`src/rtl/mm_pkg.sv`:
```
// -----------------------------------------------------------------------------
// mm_pkg
//   Shared definitions for the main-memory refill engine: FSM state encoding,
//   block geometry and a helper that aligns a PC to its block base.
// -----------------------------------------------------------------------------
package mm_pkg;

    typedef logic [2:0] state_t;

    localparam state_t ST_IDLE = 3'd0;
    localparam state_t ST_RD0  = 3'd1;
    localparam state_t ST_RD1  = 3'd2;
    localparam state_t ST_FILL = 3'd3;
    localparam state_t ST_GAP  = 3'd4;

    localparam int BLOCK_WORDS = 2;
    localparam int WORD_BYTES  = 4;
    localparam int BLOCK_BYTES = BLOCK_WORDS * WORD_BYTES;

    // Clears the byte-in-block bits so both words of the block are fetched
    // regardless of which word actually missed.
    function automatic logic [31:0] block_base(input logic [31:0] pc);
        return pc & ~(32'(BLOCK_BYTES) - 32'd1);
    endfunction

    // Byte address of word 'sel' inside the block starting at 'base'.
    function automatic logic [31:0] word_addr(input logic [31:0] base, input logic sel);
        return base | (32'(sel) * 32'(WORD_BYTES));
    endfunction

endpackage

```
`src/rtl/mm_refill_ctrl.sv`:
```
// -----------------------------------------------------------------------------
// mm_refill_ctrl
//   Refill engine in front of the direct-mapped two-word-block cache. On a
//   miss it reads the two 32-bit words of the block from main memory and then
//   hands the 64-bit block to the cache with a single-cycle Access_MM pulse.
//
// Ports
//   CLK, RESET        clock; synchronous active-high reset
//   Miss, Miss_PC     refill request level and missed PC (sampled in IDLE only)
//   Mem_Req, Mem_Addr memory read request and word byte address
//   Mem_Ack, Mem_RData memory response strobe and data
//   Access_MM, Data_MM one-cycle block-valid pulse and the refilled block
//   Busy              high whenever the engine is not idle
//   CNT_REFILL        completed refills (wrapping)
//   CNT_RETRY         timeout re-issues (saturating at 255)
//   state_dbg         current FSM state, for observation only
//
// Memory handshake: Mem_Req acts as 'valid' and Mem_Ack as 'ready+data'. The
// request and its address stay stable from the cycle Mem_Req rises until the
// rising edge on which Mem_Ack is seen high; that edge transfers Mem_RData. A
// Mem_Ack seen while Mem_Req is low (IDLE, FILL or the retry gap) transfers
// nothing and is ignored.
// -----------------------------------------------------------------------------
module mm_refill_ctrl
    import mm_pkg::*;
#(
    parameter int CNT_W   = 20,
    parameter int TIMEOUT = 255
) (
    input  logic              CLK,
    input  logic              RESET,
    input  logic              Miss,
    input  logic [31:0]       Miss_PC,
    output logic              Mem_Req,
    output logic [31:0]       Mem_Addr,
    input  logic              Mem_Ack,
    input  logic [31:0]       Mem_RData,
    output logic              Access_MM,
    output logic [63:0]       Data_MM,
    output logic              Busy,
    output logic [CNT_W-1:0]  CNT_REFILL,
    output logic [7:0]        CNT_RETRY,
    output logic [2:0]        state_dbg
);

    localparam int WAIT_W = $clog2(TIMEOUT + 1);

    state_t            state;
    state_t            state_next;
    logic [31:0]       base;
    logic              word_sel;    // 0: fetching low word, 1: fetching high word
    logic [WAIT_W-1:0] wait_cnt;
    logic              timeout_hit;

    assign timeout_hit = (wait_cnt == WAIT_W'(TIMEOUT));

    // ---------------------------------------------------------------- state register
    always_ff @(posedge CLK) begin
        if (RESET) begin
            state <= ST_IDLE;
        end else begin
            state <= state_next;
        end
    end

    // ---------------------------------------------------------------- next state
    always_comb begin
        state_next = state;
        case (state)
            ST_IDLE: if (Miss) state_next = ST_RD0;
            ST_RD0: begin
                // An ack on the timeout cycle still wins: the word has arrived.
                if (Mem_Ack)          state_next = ST_RD1;
                else if (timeout_hit) state_next = ST_GAP;
            end
            ST_RD1: begin
                if (Mem_Ack)          state_next = ST_FILL;
                else if (timeout_hit) state_next = ST_GAP;
            end
            ST_GAP:  state_next = word_sel ? ST_RD1 : ST_RD0;
            ST_FILL: state_next = ST_IDLE;
            default: state_next = ST_IDLE;
        endcase
    end

    // ---------------------------------------------------------------- outputs
    always_comb begin
        Mem_Req   = (state == ST_RD0) || (state == ST_RD1);
        Access_MM = (state == ST_FILL);
        Busy      = (state != ST_IDLE);
        Mem_Addr  = word_addr(base, word_sel);
        state_dbg = state;
    end

    // ---------------------------------------------------------------- datapath
    always_ff @(posedge CLK) begin
        if (RESET) begin
            base       <= '0;
            word_sel   <= 1'b0;
            wait_cnt   <= '0;
            Data_MM    <= '0;
            CNT_REFILL <= '0;
            CNT_RETRY  <= '0;
        end else begin
            case (state)
                ST_IDLE: begin
                    if (Miss) begin
                        base     <= block_base(Miss_PC);
                        word_sel <= 1'b0;
                        wait_cnt <= '0;
                    end
                end
                ST_RD0, ST_RD1: begin
                    if (Mem_Ack) begin
                        if (state == ST_RD0) begin
                            Data_MM[31:0] <= Mem_RData;
                            word_sel      <= 1'b1;
                        end else begin
                            Data_MM[63:32] <= Mem_RData;
                        end
                        wait_cnt <= '0;
                    end else if (timeout_hit) begin
                        wait_cnt <= '0;
                        if (CNT_RETRY != 8'hFF) CNT_RETRY <= CNT_RETRY + 8'd1;
                    end else begin
                        wait_cnt <= wait_cnt + WAIT_W'(1);
                    end
                end
                ST_FILL: CNT_REFILL <= CNT_REFILL + CNT_W'(1);
                default: ;
            endcase
        end
    end

endmodule
```
`config.mk`:
```
export PLATFORM = sky130hd
export DESIGN_NAME = mm_refill_ctrl
export DESIGN_NICKNAME = d
export VERILOG_FILES = /design/src/rtl/mm_pkg.sv /design/src/rtl/mm_refill_ctrl.sv
export SDC_FILE = /design/constraint.sdc
export NUM_CORES = 1
export LEC_CHECK = 0
export ABC_AREA = 1
export CAP_MARGIN = 15
export CORE_ASPECT_RATIO = 0.9
export CORE_MARGIN = 8
export CORE_UTILIZATION = 45
export CTS_BUF_LIST = sky130_fd_sc_hd__clkbuf_4
export DETAILED_ROUTE_END_ITERATION = 16
export GPL_TIMING_DRIVEN = 0
export PLACE_DENSITY_LB_ADDON = 0.12
export REMOVE_ABC_BUFFERS = 1
export SLEW_MARGIN = 5
export SYNTH_ARGS = -nofsm -noshare
export SYNTH_HDL_FRONTEND = slang
export SYNTH_SLANG_ARGS = --single-unit
```
`constraint.sdc`:
```
create_clock -name CLK -period 2.9 [get_ports CLK]
set_input_delay 0.29 -clock CLK [delete_from_list [all_inputs] [get_ports CLK]]
set_output_delay 0.29 -clock CLK [all_outputs]
set_load 0.05 [all_outputs]
```
After elaboration in Yosys (flattened, before gate mapping):

Cells that the tools add are included.

* add/sub/neg operators: 3
* equality and inequality tests: 9
* multiplexer cells: 14
* bitwise logic cells: 3
* reductions and logical operators: 11

Operators with widths (count)
* $or 32x3->32: 1
* $mux 8: 3
* $add 20x1->20 const B: 1
* $add 8x1->8 const B: 2
* $pmux 8 s2: 1
* $mux 3: 4
* $pmux 3 s4: 1
* $eq 8x8->1 const B: 1
* $ne 8x8->1 const B: 1
* $reduce_and 4->1: 2
* $eq 3x2->1 const B: 2
* $ne 2x2->1 const B: 3
* $reduce_and 3->1: 2
* $reduce_and 2->1: 2
* $eq 3x1->1 const B: 1
* $eq 3x3->1 const B: 1
* $logic_not 3->1: 1
* $mux 1: 3
* $reduce_bool 3->1: 1
* $mux 2: 1
* $not 1->1: 2
* $pmux 1 s2: 1
* $reduce_bool 2->1: 1
* $reduce_or 2->1: 1
* $logic_or 1x1->1: 1

* bits in registers: 133
* bits of input ports: 68
* output and inout port bits: 130
* word-level logic and storage cells: 48

Longest topological paths before layout:

* word-level depth: 4
* mapped depth: 10
* gate-level depth less buffers: 10

Worst setup path before layout:

Ideal clock, no wire load.

* path type: register to register
* start: register state[1] (netlist: state_dbg[1])
* end: register CNT_REFILL[13]
* setup time: 113 ps
* arrival time: 1892 ps
* required time: 2787 ps
* slack: 895 ps
* stages on the path, launching flop included: 9
* path buffers: 1
* period minus slack after synthesis: 2005 ps
* cell sequence: dfxtp_1 -> buf_4 -> nand2_2 -> nor2_4 -> nand3_1 -> nor2_2 -> nand3b_1 -> o21ai_1 -> nor2_1

* cells in the longest elaborated chain, start to end: 1

RTL lines
* from (decl): line mm_refill_ctrl.sv:48 `state_t state;`
* from (signal assigned): line mm_refill_ctrl.sv:62 `state <= state_next;`
* $eq 3x2->1
* named net Access_MM: line mm_refill_ctrl.sv:38 `output logic Access_MM,`
* to (signal assigned): line mm_refill_ctrl.sv:129 `ST_FILL: CNT_REFILL <= CNT_REFILL + CNT_W'(1);`
* to (decl): line mm_refill_ctrl.sv:41 `output logic [CNT_W-1:0] CNT_REFILL,`

The timed path passes the listed nets, and every way through them passes these cells.
A chain may end at the register's enable or synchronous reset.

Worst setup path in the final report:

* start: register state[1] (netlist: state_dbg[1])
* end: output Access_MM

* cells in the longest elaborated chain, start to end: 1

RTL lines
* $eq 3x2->1: line mm_refill_ctrl.sv:89 `Access_MM = (state == ST_FILL);`
* to (decl): line mm_refill_ctrl.sv:38

No other way between the ends.

==> impl_metrics.yaml <==
layout:
  fin_util_pct: 64.3
  finish.net_count: 962
  stdcell_area_um2: 7650
  diodes: 0
  post_route_cells_drive_above_1_share_pct: 6.75
  syn_to_final_growth_pct: 41.0
sta:
  setup_viol: 0
  relSlewSlack_pct: 26.1
  slew_viol_final: 0
  tightest_slew_ns: 1.11
  max_freq_ghz: 0.373
  hold_viol_final: 0
  rsz0062_at_grt: "false"
  period_needed_ns: 2.68
  skew_ns: 0.00914
  setup_tns_ns: 0
  fin_crit_sh_pct: 92.5
yosys:
  synth_common_cells: "nand2_1, dfxtp_1, nor2_1, a21oi_1, o21ai_0"
  synth_cell_type_count: 39
  synth_edf_count: 0
  synth.most_common_cell: "nand2_1"
  yosysWarnings: 0
  yosysSeqAreaShare_pct: 49.1
  syn-cell-area_um2: 5420
  synth_ff_type: "dfxtp_1"
  syn_inst: 718
  post-synth-top-area-cell: "dfxtp_1"
  synth-seq-cells: 133
  synthArstFlopShare_pct: 0
  synthTopCellsByArea: "dfxtp_1, nand2_1, a21oi_1"
  yosysTopAreaCellShare_pct: 49.1
  syn_area_per_cell_um2: 7.55
drt:
  drc: 0
  via_per_inst: 5.02
  ant_nets: 0
  wl_per_cell_um: 15.1
  vias: 5345
  drtIter0Drc: 314
  wirelength_mm: 16.1
  dr.pass1.iters: 5
floorplanning:
  fp.dieW_um: 132
  initial_utilization_pct: 45.6
  dieHeight_um: 120
  num_io_pins: 198
  die_area_um2: 15800
  fp-row-count: 38
  core_um2: 11900
global_routing:
  grt_first_pass_wirelength_mm: 25.8
  grt_max_degree: 79
  antenna_found_initial: 0
  grtUsageTotal_pct: 19.9
  grt_pass1_vias: 5250
  overflow: 0
setup_path:
  crit_chain: "nand2_2 -> nor2_4 -> clkdlybuf4s50_1"
  worst-path-max-fanout: 8
  cp.arrival_ns: 2.39
  start_kind: "flip-flop"
  crit_type: "flip-flop to output pin"
  critPathRequiredTime_ns: 2.61
  cp-end-kind: "output pin"
  cpMaxStageDelayCell: "clkdlybuf4s50_1"
  max_stage_delay_ns: 0.85
placement:
  dp_hpwl_mm: 11.2
  gp_congestion: 0.793
  place_area_um2: 7360
  numPortBuffers: 192
pwr:
  peakVddDrop_mv: 0.379
  pwr-share-clk_pct: 31.3
  power.internal_mw: 2.77
  powerDensity_nw_per_um2: 524
  swShare_pct: 30.7
  combPwrFrac_pct: 20.3
  p_seq_share_pct: 48.4
  power_mw: 4.00
  leakage_nw: 2.73
  switchingPower_mw: 1.23
clock_network:
  postCtsHoldBufs: 0
  cts.sinks: 133
  cts_made_buffers: 17
  cts_setup_buffers: 0
  cts-htree-levels: 4
  insertion_delay_ns: 0.52
  clockBufferDepth: 2
  cts_root_buffer: "clkbuf_4"
  cts.clk_slew.worst_paths_ns: 0.11
  cts_tree: "yes"
  ctsResizeCount: 0
status:
  status: "finished, final reports clean"
job:
  drv_cap: 0
hold_path:
  hold_path.class: "input pin to flip-flop"
[final timing paths]
path | start | to | slack [ns] | cells past startpoint
worst max-delay path | state_dbg[1]$_SDFFE_PP0N_ | Access_MM | 0.22 | 3
worst min-delay path | Miss_PC[9] | base[9]$_SDFFE_PP0P_ | 0.32 | 3
worst max register to register | state_dbg[1]$_SDFFE_PP0N_ | Data_MM[40]$_SDFFE_PP0P_ | 0.31 | 4
worst min register to register | base[15]$_SDFFE_PP0P_ | base[15]$_SDFFE_PP0P_ | 0.47 | 2
[cell type report]
cell class	instances	area [µm²]
Sequential cell	133	2660
Clock inverter	13	139
Inverter	43	168
Tap cell	160	200
Multi-Input combinational cell	503	2410
Clock buffer	19	143
Timing Repair Buffer	193	1930
Fill cell	1058	4240
[worst max-delay path: cells and delay by family (launching register included)]
kind / cells / cell delay (ns)
buffers and inverters: 1 / 0.85
AND/OR/NAND/NOR: 2 / 0.40
flip-flops: 1 / 0.62
[flip-flops by register name (all words and copies together), names as in the netlist]
name / cells
CNT_REFILL: 20
CNT_RETRY: 8
Data_MM: 64
base: 29
state_dbg: 3
wait_cnt: 8
word_sel: 1
[metrics by stage]
step | hold WS [ns] | worst slack [ns] | cells
finish | 0.315 | 0.216 | 1064
global route | 0.255 | 0.0485 | 1064
CTS | 0.254 | 0.0169 | 1064
detailed placement | 0.454 | -0.283 | 1032
global placement | 0.448 | -2.41 | 1031
floorplan | 0.359 | 0.361 | 679
[power groups by stage]
stage               clock [mW]  combinational, mW  sequential, mW
floorplan                    0              0.233            2.22
global placement             0              0.805            1.98
detailed placement           0              0.815            1.98
CTS                       1.29              0.818            1.94
global route              1.36              0.867            1.95
finish                    1.25              0.813            1.94
[metal layers]
| metal | GRT usage, % | vias up | part of all wire (%) |
|---|---|---|---|
| li1 | - | 2680 | - |
| met1 | 20.6 | 2492 | 40 |
| met2 | 34.3 | 152 | 49 |
| met3 | 9.98 | 21 | 9.4 |
| met4 | 7.38 | 0 | 2.0 |
| met5 | 0 | - | 0 |
[cell families (layout without fill, tap and decap cells)]
family	Yosys count	in the layout	share of synthesized area [%]
simple gates	340	340	28.1
compound gates	150	150	14.1
flops	133	133	49.1
buf+inv	83	268	6.62
xor+xnor	8	8	1.29
fa+ha+maj	3	3	0.692
other cells	1	2	0.0691
[cell usage in the layout (no fill, tap or decap), drive strengths merged, types with 7 or more instances in the layout]
master	Yosys	routed
o21ai	55	55
inv	43	42
clkbuf	19	19
nor2	114	114
dfxtp	133	133
clkinv	0	8
clkdlybuf4s50	0	190
a21oi	88	88
nand4	7	7
nand3	51	51
nand2	160	160
Power figures use the tool's default switching activity.
